--- src/rtl/exe_stage.sv ---
// Execute stage: ALU, data SRAM request and forwarding bus; multiply and the
// restoring divider are built only when EXE_MULDIV_EN is defined.
module alu (
    input  logic [11:0] alu_op,
    input  logic [31:0] alu_src1,
    input  logic [31:0] alu_src2,
    output logic [31:0] alu_result
);
    logic        op_add, op_sub, op_slt, op_sltu, op_and, op_nor;
    logic        op_or, op_xor, op_sll, op_srl, op_sra, op_lui;
    logic        use_sub;
    logic [32:0] add_sum;
    logic        slt_res, sltu_res;

    assign {op_lui, op_sra, op_srl, op_sll, op_xor, op_or,
            op_nor, op_and, op_sltu, op_slt, op_sub, op_add} = alu_op;

    // One adder serves add, sub and both compares; carry-out low means borrow.
    assign use_sub  = op_sub | op_slt | op_sltu;
    assign add_sum  = {1'b0, alu_src1} + {1'b0, use_sub ? ~alu_src2 : alu_src2} + {32'd0, use_sub};
    assign slt_res  = (alu_src1[31] & ~alu_src2[31]) | (~(alu_src1[31] ^ alu_src2[31]) & add_sum[31]);
    assign sltu_res = ~add_sum[32];

    assign alu_result = ({32{op_add | op_sub}} & add_sum[31:0])
                      | ({32{op_slt}}          & {31'd0, slt_res})
                      | ({32{op_sltu}}         & {31'd0, sltu_res})
                      | ({32{op_and}}          & (alu_src1 & alu_src2))
                      | ({32{op_nor}}          & ~(alu_src1 | alu_src2))
                      | ({32{op_or}}           & (alu_src1 | alu_src2))
                      | ({32{op_xor}}          & (alu_src1 ^ alu_src2))
                      | ({32{op_sll}}          & (alu_src1 << alu_src2[4:0]))
                      | ({32{op_srl}}          & (alu_src1 >> alu_src2[4:0]))
                      | ({32{op_sra}}          & 32'($signed(alu_src1) >>> alu_src2[4:0]))
                      | ({32{op_lui}}          & alu_src2);
endmodule

module exe_stage (
    input  logic         clk,
    input  logic         reset,
    input  logic [162:0] ID_to_EXE_BUS,
    input  logic         ID_to_EXE_valid,
    input  logic         MEM_allowin,
    output logic         EXE_allowin,
    output logic         EXE_to_MEM_valid,
    output logic [74:0]  EXE_to_MEM_BUS,
    output logic [37:0]  EXE_RF_BUS,
    output logic         data_sram_en,
    output logic [3:0]   data_sram_we,
    output logic [31:0]  data_sram_addr,
    output logic [31:0]  data_sram_wdata
);
    typedef struct packed {
        logic [31:0] pc;
        logic        gr_we;
        logic [4:0]  dest;
        logic [31:0] rkd_value;
        logic        mem_en;
        logic [3:0]  mem_we;
        logic [11:0] alu_op;
        logic [31:0] alu_src1;
        logic [31:0] alu_src2;
        logic [3:0]  load_op;
        logic        rfrom_mem;
        logic [6:0]  mul_div_op;
    } id_exe_bus_t;

    id_exe_bus_t exe_bus;
    logic        exe_valid;
    logic        exe_ready_go;
    logic        stall_src;
    logic [31:0] alu_result;
    logic [31:0] result;
    logic [4:0]  exe_dest;

    assign EXE_allowin      = !exe_valid | (exe_ready_go & MEM_allowin);
    assign EXE_to_MEM_valid = exe_valid & exe_ready_go;

    // NOTE: sequential state uses non-blocking assignments so every register
    // samples the pre-edge values regardless of block ordering.
    always_ff @(posedge clk or posedge reset) begin
        if (reset) begin
            exe_valid <= 1'b0;
        end else if (EXE_allowin) begin
            exe_valid <= ID_to_EXE_valid;
        end
    end

    always_ff @(posedge clk or posedge reset) begin
        if (reset) begin
            exe_bus <= '0;
        end else if (ID_to_EXE_valid && EXE_allowin) begin
            exe_bus <= ID_to_EXE_BUS;
        end
    end

    alu u_alu (
        .alu_op    (exe_bus.alu_op),
        .alu_src1  (exe_bus.alu_src1),
        .alu_src2  (exe_bus.alu_src2),
        .alu_result(alu_result)
    );

`ifdef EXE_MULDIV_EN
    typedef enum logic [1:0] {IDLE, BUSY, DONE} div_state_t;

    div_state_t  div_state, div_next;
    logic [4:0]  div_cnt;
    logic [31:0] div_rem, div_quo, div_dvs;

    logic        op_mul_w, op_mulh_w, op_mulh_wu, op_div_w, op_mod_w, op_div_wu, op_mod_wu;
    logic        is_mul, is_div, div_signed, want_rem;
    logic [63:0] mul_a, mul_b, product;
    logic [31:0] mul_result;
    logic        src1_neg, src2_neg;
    logic [31:0] src1_mag, src2_mag;
    logic [32:0] div_shift;
    logic        div_ge;
    logic [31:0] quo_out, rem_out, md_result;

    assign {op_mul_w, op_mulh_w, op_mulh_wu, op_div_w,
            op_mod_w, op_div_wu, op_mod_wu} = exe_bus.mul_div_op;

    assign is_mul     = op_mul_w | op_mulh_w | op_mulh_wu;
    assign is_div     = op_div_w | op_mod_w | op_div_wu | op_mod_wu;
    assign div_signed = op_div_w | op_mod_w;
    assign want_rem   = op_mod_w | op_mod_wu;

    // Low 64 bits of the product of the extended operands equal the exact
    // signed or unsigned product, so one multiplier serves all three ops.
    assign mul_a      = {{32{op_mulh_w & exe_bus.alu_src1[31]}}, exe_bus.alu_src1};
    assign mul_b      = {{32{op_mulh_w & exe_bus.alu_src2[31]}}, exe_bus.alu_src2};
    assign product    = mul_a * mul_b;
    assign mul_result = op_mul_w ? product[31:0] : product[63:32];

    assign src1_neg = div_signed & exe_bus.alu_src1[31];
    assign src2_neg = div_signed & exe_bus.alu_src2[31];
    assign src1_mag = src1_neg ? -exe_bus.alu_src1 : exe_bus.alu_src1;
    assign src2_mag = src2_neg ? -exe_bus.alu_src2 : exe_bus.alu_src2;

    assign div_shift = {div_rem, div_quo[31]};
    assign div_ge    = div_shift >= {1'b0, div_dvs};

    always_ff @(posedge clk or posedge reset) begin
        if (reset) begin
            div_state <= IDLE;
        end else begin
            div_state <= div_next;
        end
    end

    // NOTE: every always_comb output gets a default first so no path can
    // leave it unassigned and infer a latch.
    always_comb begin
        div_next = div_state;
        case (div_state)
            IDLE:    if (exe_valid && is_div) div_next = BUSY;
            BUSY:    if (div_cnt == 5'd31) div_next = DONE;
            DONE:    if (EXE_to_MEM_valid && MEM_allowin) div_next = IDLE;
            default: div_next = IDLE;
        endcase
    end

    always_ff @(posedge clk or posedge reset) begin
        if (reset) begin
            div_cnt <= 5'd0;
            div_rem <= 32'd0;
            div_quo <= 32'd0;
            div_dvs <= 32'd0;
        end else if (div_state == IDLE && div_next == BUSY) begin
            div_cnt <= 5'd0;
            div_rem <= 32'd0;
            div_quo <= src1_mag;
            div_dvs <= src2_mag;
        end else if (div_state == BUSY) begin
            div_cnt <= div_cnt + 5'd1;
            div_rem <= div_ge ? (div_shift[31:0] - div_dvs) : div_shift[31:0];
            div_quo <= {div_quo[30:0], div_ge};
        end
    end

    always_comb begin
        quo_out = (src1_neg ^ src2_neg) ? -div_quo : div_quo;
        rem_out = src1_neg ? -div_rem : div_rem;
        if (exe_bus.alu_src2 == 32'd0) begin
            quo_out = 32'hFFFF_FFFF;
            rem_out = exe_bus.alu_src1;
        end
    end

    assign md_result    = is_mul ? mul_result : (want_rem ? rem_out : quo_out);
    assign result       = (|exe_bus.mul_div_op) ? md_result : alu_result;
    assign exe_ready_go = !is_div | (div_state == DONE);
    assign stall_src    = exe_valid & (exe_bus.rfrom_mem | (is_div & (div_state != DONE)));
`else
    logic unused_mul_div_op;

    assign unused_mul_div_op = ^exe_bus.mul_div_op;
    assign result            = alu_result;
    assign exe_ready_go      = 1'b1;
    assign stall_src         = exe_valid & exe_bus.rfrom_mem;
`endif

    assign exe_dest       = (exe_valid & exe_bus.gr_we) ? exe_bus.dest : 5'd0;
    assign EXE_RF_BUS     = {exe_dest, stall_src, result};
    assign EXE_to_MEM_BUS = {exe_bus.pc, exe_bus.gr_we, exe_bus.dest, result,
                             exe_bus.rfrom_mem, exe_bus.load_op};

    assign data_sram_en    = exe_valid & (exe_bus.mem_en | exe_bus.rfrom_mem) & MEM_allowin;
    assign data_sram_we    = exe_bus.mem_we & {4{data_sram_en & exe_bus.mem_en}};
    assign data_sram_addr  = alu_result;
    assign data_sram_wdata = exe_bus.rkd_value;
endmodule

--- config.mk ---
export PLATFORM = sky130hd
export DESIGN_NAME = exe_stage
export DESIGN_NICKNAME = d
export VERILOG_FILES = /design/src/rtl/exe_stage.sv
export SDC_FILE = /design/constraint.sdc
export NUM_CORES = 1
export LEC_CHECK = 0
export CAP_MARGIN = 20
export CORE_MARGIN = 3
export CORE_UTILIZATION = 47
export DETAILED_ROUTE_END_ITERATION = 16
export PLACE_DENSITY_LB_ADDON = 0.2
export SYNTH_ARGS = -nofsm -noshare
export SYNTH_HDL_FRONTEND = slang
export SYNTH_SLANG_ARGS = --single-unit
--- constraint.sdc ---
create_clock -name clk -period 5.6 [get_ports clk]
set_input_delay 1.12 -clock clk [delete_from_list [all_inputs] [get_ports clk]]
set_output_delay 1.12 -clock clk [all_outputs]
set_load 0.02 [all_outputs]
Yosys cells after proc, flatten, opt, wreduce, memory -nomap -nowiden. Index checks and enable logic that the tools add are counted.

Flip-flop bits (word level): 157. Bits of input ports: 167. Output and inout port bits: 184. Word-level logic and storage cells: 65.

Add/sub/neg operators: 2. Shift operators: 3. Muxes and demuxes: 2. Bitwise operators: 44. Reduce and logical (&&, ||, !) cells: 2.

Operator list (number): OR 32 bit (11); bitwise AND 32 bit (10); bitwise AND 32 x 1 -> 32 bit (2); NOT 32 bit (2); adder 32 x 32 -> 33 bit (1); adder 33 x 1 -> 33 bit (1); two-way mux 32 bit (1); left shift 32 x 5 -> 32 bit (1); right shift 32 x 5 -> 32 bit (1); >>> shifter 32 x 5 -> 32 bit (1); XOR 32 bit (1); bitwise AND 1 bit (7); OR 1 bit (6); two-way mux 5 bit (1); bitwise AND 4 bit (1); NOT 1 bit (3); logical AND 1 bit (1); zero test 1 bit (1); XOR 1 bit (1).

Logic depth before layout (Yosys ltp).
Depth in word-level cells: 18. Gate-level depth with buffers: 15. Mapped depth without buffers: 11.

Cells and area by module. From an unflattened synthesis, not the netlist that was laid out.

Cells, all modules: 1517. Area total of the unflattened synthesis: 15204.6 sq um.

Modules (own cells, without submodules): alu (instances 1, cells each 1031, area an instance 7961.4 sq um, seq. area each 0.0 sq um); exe_stage (instances 1, cells each 486, area an instance 7243.2 sq um, seq. area each 3928.8 sq um).

Worst setup path after synthesis. OpenSTA, ideal clock, no wires.

Kind: flip-flop to output port. From: reg exe_bus[14] in the netlist's numbering. To: out EXE_to_MEM_BUS[5]. Arrival time: 4162 ps. Required time: 4480 ps. Path slack: 318 ps. Stages on the path, launching flop included: 16. Buffers on the path: 5. Path through: dfrtp_1 > buf_2 > clkbuf_1 > clkbuf_1 > buf_1 > xnor2_1 > ha_1 > a21oi_1 > o31a_1 > o21ai_2 > a311o_2 > a41o_1 > a31oi_2 > xor2_1 > o311ai_1 > buf_4.

Word-level cells in the longest chain between the ends: 17. Elaborated cells between the ends (all ways): 25. Those cells by class: add/sub: 2; shift: 3; mux: 1; bitwise: 19.

RTL lines: start: declaration (line 67) `id_exe_bus_t exe_bus;`; start signal: assignment (line 92) `exe_bus <= ID_to_EXE_BUS;`; NOT 32 bit (line 20) `assign add_sum = {1'b0, alu_src1} + {1'b0, use_sub ? ~alu_src2 : alu_src2} + {32'd0, use_sub};`; two-way mux 32 bit (line 20); adder 32 x 32 -> 33 bit (line 20); adder 33 x 1 -> 33 bit (line 20); bitwise AND 1 bit (line 21) `assign slt_res = (alu_src1[31] & ~alu_src2[31]) | (~(alu_src1[31] ^ alu_src2[31]) & add_sum[31]);`; OR 1 bit (line 21); bitwise AND 32 x 1 -> 32 bit (line 25) `| ({32{op_slt}} & {31'd0, slt_res})`; OR 32 bit (line 25); OR 32 bit (line 26) `| ({32{op_sltu}} & {31'd0, sltu_res})`; OR 32 bit (line 27) `| ({32{op_and}} & (alu_src1 & alu_src2))`; OR 32 bit (line 28) `| ({32{op_nor}} & ~(alu_src1 | alu_src2))`; OR 32 bit (line 29) `| ({32{op_or}} & (alu_src1 | alu_src2))`; OR 32 bit (line 30) `| ({32{op_xor}} & (alu_src1 ^ alu_src2))`; OR 32 bit (line 31) `| ({32{op_sll}} & (alu_src1 << alu_src2[4:0]))`; OR 32 bit (line 32) `| ({32{op_srl}} & (alu_src1 >> alu_src2[4:0]))`; OR 32 bit * (line 33) `| ({32{op_sra}} & 32'($signed(alu_src1) >>> alu_src2[4:0]))`; OR 32 bit * (line 34) `| ({32{op_lui}} & alu_src2);`; end: declaration (line 45) `output logic [74:0] EXE_to_MEM_BUS,`.

Every way passes the cells marked *; elsewhere a longest branch is shown, timed or not.

Worst setup path after layout.
From: reg exe_bus[77] in the netlist's numbering. To: out data_sram_addr[0].

Word-level cells in the longest chain between the ends: 18. Elaborated cells between the ends (all ways): 22. Those cells by class: add/sub: 2; mux: 1; bitwise: 19.

RTL lines: OR 1 bit (2 in series) (line 19) `assign use_sub = op_sub | op_slt | op_sltu;`; two-way mux 32 bit (line 20); adder 32 x 32 -> 33 bit (line 20); adder 33 x 1 -> 33 bit (line 20); bitwise AND 1 bit (line 21); OR 1 bit (line 21); bitwise AND 32 x 1 -> 32 bit (line 25); OR 32 bit (line 25); OR 32 bit * (line 26); OR 32 bit * (line 27); OR 32 bit * (line 28); OR 32 bit * (line 29); OR 32 bit * (line 30); OR 32 bit * (line 31); OR 32 bit * (line 32); OR 32 bit * (line 33); OR 32 bit * (line 34); end: declaration (line 49) `output logic [31:0] data_sram_addr,`.

Marks and branches as above.

==> metrics.md <==
| Metric | Value |
|---|---|
| Post-synthesis compound-gate area fraction | 16.1% |
| Fin area | 18400 sq um |
| Placed Instance Area | 17700 sq um |
| Hold Buf Count CTS | 0 |
| Syn Area/Cell | 9.33 sq um |
| Register area | 3940 sq um |
| Vias | 13300 |
| Remaining antenna violation count | 0 |
| Placer Congestion | 1.05 |
| Crit start category | flip-flop |
| Cells after Synth | 1568 |
| Placed cell count | 2139 |
| Final Util | 61.0% |
| Slew Viols, Final | 0 |
| PD cells | 376 nW/um^2 |
| Worst path slowest cell | o211ai_1 |
| WL per Instance | 24.1 um |
| Mux contribution to synthesized area | 24.2% |
| Crit-path max cell delay | 0.49 ns |
| Initial antenna violation count | 1 |
| Synth Flop Type | dfrtp_1 |
| Int Pwr | 3.78 mW |
| Maximum VDD drop | 0.255 mV |
| Multi-input logic area | 8970 sq um |
| CP most frequent cell | buf_4 |
| Worst setup EP type | output port |
| Vias in the first global route | 13200 |
| Clock latency on the worst-skew pair | 0.45 ns |
| IO Port Bufs | 343 |
| CTS clock-pin slew for the worst setup and hold paths | 0.07 ns |
| Final HPWL DP | 40300 um |
| P_sw | 3.14 mW |
| First-pass GRT wire length | 79300 um |
| # DRC | 0 |
| First-pass iteration count of the detailed router | 8 |
| Fillers | 2572 |
| Met2 wire length | 23600 um |
| Worst r2r path cells | 4 |
| Pleak | 7.84 nW |
| H-tree levels | 4 |
| Post-synthesis adder-cell area fraction | 8.44% |
| Bufs on Longest Clock Path | 2 |
| EDFF count, synth | 0 |
| Crit Path Class | flip-flop to output port |
| CP Max Fanout | 5 |
| DR top layer | met4 |
| Netlist cell types | 77 |
| CTS tree | built |
| Seq/Total Area, Yosys | 26.9% |
| Die ar. | 33300 sq um |
| Worst slew margin | 32.9% |
| Total core area | 30200 sq um |
| Max Clock Freq | 180 MHz |
| Period utilization | 99.3% |
| Final setup violation count | 0 |
| CTS buffer count | 17 |
| Post-DR vias/cell | 6.13 |
| GR Util All Layers | 30.6% |
| Share of cells above drive strength 1 | 20.1% |
| CP cell instances | nor3_4 > buf_6 > xnor2_1 > ha_1 > a21oi_1 > buf_4 > o211ai_1 > a21oi_2 > o21ai_2 > a41o_1 > a211oi_4 > buf_4 > buf_4 > o2111ai_1 > o311ai_2 > clkdlybuf4s15_1 |
| Worst Hold Path Cells | 1 |
| Standard-cell row count | 63 |
| Critical Path RT | 4.48 ns |
| Synth Net Count | 1833 |
| Worst clock skew | 0.00925 ns |
| N_diodes | 0 |
| Die H | 182 um |
| Tot Pwr | 6.92 mW |
| Reg power frac | 22.5% |
| Die width | 182 um |
| Simple-Gate Fraction of Synth Area | 8.97% |
| Unrepaired setup endpoints after global routing | true |
| Max Cap Viol | 0 |
| Xor and xnor area share after synthesis | 3.23% |
| Switching share of total power | 45.4% |
| Synth Cell Area | 14600 sq um |
| Final Hold Vio Count | 0 |
| Routed Wire Length | 52400 um |
| Initial core utilization | 48.4% |
| Worst slew pin tran | 1.01 ns |
| Final Net Count | 2038 |
| Hold Path Class | flip-flop to flip-flop |
| Largest net degree at the start of global routing | 90 |
| Status | finished, final reports clean |
| CTS root buf | clkbuf_16 |
| Synth Warn # | 0 |
| Largest family of logic cells by synthesized area | multiplexers |
| Ys async rst share | 100% |
| Gr ovfl total | 0 |
| Met3 WL | 5180 um |
| Sink Count | 157 |
| Final std cells w/o fill | 2176 |
| CP Data Arrival Time | 4.44 ns |
| P&R area growth vs syn | 25.9% |
| Ports | 351 |
| Tmin final | 5.56 ns |
| Post-route met1 wirelength | 21400 um |
| DR iter-0 viols | 1497 |
| Clock power frac | 17.5% |
| Comb pwr share | 60.1% |
| Synth Register Bits | 157 |
==> worst max-delay path: cells and delay by family, from the launching register on <==
kind / cells / cell delay, ns
buffers and inverters: 5 / 0.96
flip-flops: 1 / 0.45
XOR/XNOR: 1 / 0.07
adder cells (fa/ha/maj): 1 / 0.35
AND/OR/NAND/NOR: 1 / 0.36
AO/OA/AOI/OAI: 8 / 1.80
==> state kept, by name, summed over array words and instances (netlist names) <==
signal / cells
data_sram_wdata: 32
exe_bus: 81
EXE_to_MEM_BUS: 43
EXE_to_MEM_valid: 1
==> final timing paths <==
kind	start	to	slack, ns
setup / recovery	exe_bus[77]$_DFFE_PP0P_	data_sram_addr[0]	0.04
hold / removal	exe_bus[89]$_DFFE_PP0P_	exe_bus[89]$_DFFE_PP0P_	0.50
setup reg to reg	EXE_to_MEM_valid$_DFFE_PP0N_	data_sram_wdata[28]$_DFFE_PP0P_	3.19
hold reg to reg	exe_bus[89]$_DFFE_PP0P_	exe_bus[89]$_DFFE_PP0P_	0.50
max in group asynchronous	reset	EXE_to_MEM_BUS[72]$_DFFE_PP0P_	3.38
min in group asynchronous	reset	EXE_to_MEM_BUS[47]$_DFFE_PP0P_	1.19
==> stage by stage <==
step | hold slack (ns) | setup slack (ns) | TNS (ns)
2_1_floorplan | 0.471 | 0.245 | 0
4_1_cts | 0.507 | -0.135 | -0.286
6_report | 0.503 | 0.0383 | 0
3_5_place_dp | 0.486 | 0.0474 | 0
5_1_grt | 0.517 | -0.0196 | -0.0387
3_3_place_gp | 0.482 | 0.119 | 0
==> timing repair <==
item	4_1_cts	5_1_grt
gates resized for setup	48	34
setup endpoints to repair	57	41
pin swaps	2	8
buffers inserted	0	5
==> cells in the mapped netlist, drive strengths merged, types with 5 or more instances <==
master | count | area [sq um]
mux2 | 184 | 2080
buf | 167 | 1190
dfrtp | 157 | 3930
nand2 | 115 | 432
ha | 97 | 1210
nor2 | 93 | 349
a21oi | 91 | 467
mux2i | 86 | 861
inv | 79 | 297
clkbuf | 77 | 289
o21ai | 64 | 324
xnor2 | 42 | 368
a222oi | 31 | 310
mux4 | 27 | 608
nand3 | 24 | 125
nor3 | 18 | 90.1
o211ai | 18 | 135
a211oi | 14 | 110
o2111ai | 14 | 123
a21o | 13 | 97.6
xor2 | 12 | 105
a31oi | 11 | 75.1
and3 | 11 | 68.8
o22ai | 10 | 62.6
a221oi | 9 | 78.8
nand4 | 9 | 56.3
a22oi | 7 | 52.6
and2 | 7 | 43.8
nand2b | 6 | 37.5
o21a | 6 | 45.0
o221ai | 6 | 52.6
a211o | 5 | 43.8
==> logic make-up after synthesis <==
family,count (synthesis)
buf+inv,324
flops,157
fa+ha+maj,98
xor+xnor,54
mux,297
simple gates,298
compound gates,340
==> routing by layer <==
metal	vias up	GRT usage (%)
li1	5987	-
met1	6464	41.9
met2	768	47.5
met3	115	6.94
met4	0	11.7
met5	-	0
==> cell usage in the layout (no fill, tap or decap), types with 14 or more instances in the layout <==
master	synthesis	routed
a21oi_1	88	87
a222oi_1	31	31
buf_4	143	82
clkbuf_16	0	17
clkdlybuf4s50_1	0	287
dfrtp_1	157	154
dlygate4sd2_1	0	34
dlymetal6s2s_1	0	16
ha_1	97	97
inv_1	78	77
mux2_2	182	182
mux2i_1	86	86
mux4_2	27	27
nand2_1	115	114
nand3_1	23	23
nor2_1	93	92
nor3_1	18	17
o2111ai_1	14	14
o211ai_1	18	18
o21ai_0	55	53
xnor2_1	42	42
==> power by group through the flow <==
stage | Sequential (mW) | Clock, mW | Combinational [mW]
floorplan | 1.45 | 0 | 2.78
global route | 1.57 | 1.28 | 4.40
global placement | 1.55 | 0 | 4.01
finish | 1.55 | 1.21 | 4.16
detailed placement | 1.56 | 0 | 4.06
CTS | 1.54 | 1.24 | 4.05
==> cell type report <==
class                           instances  area share [%]
Sequential cell                       157            21.4
Clock inverter                         14           0.938
Multi-Input combinational cell       1087            48.7
Tap cell                              390            2.65
Timing Repair Buffer                  430            22.3
Clock buffer                           18            2.33
Inverter                               80            1.68
No activity file was read; power rests on OpenSTA's default activity.
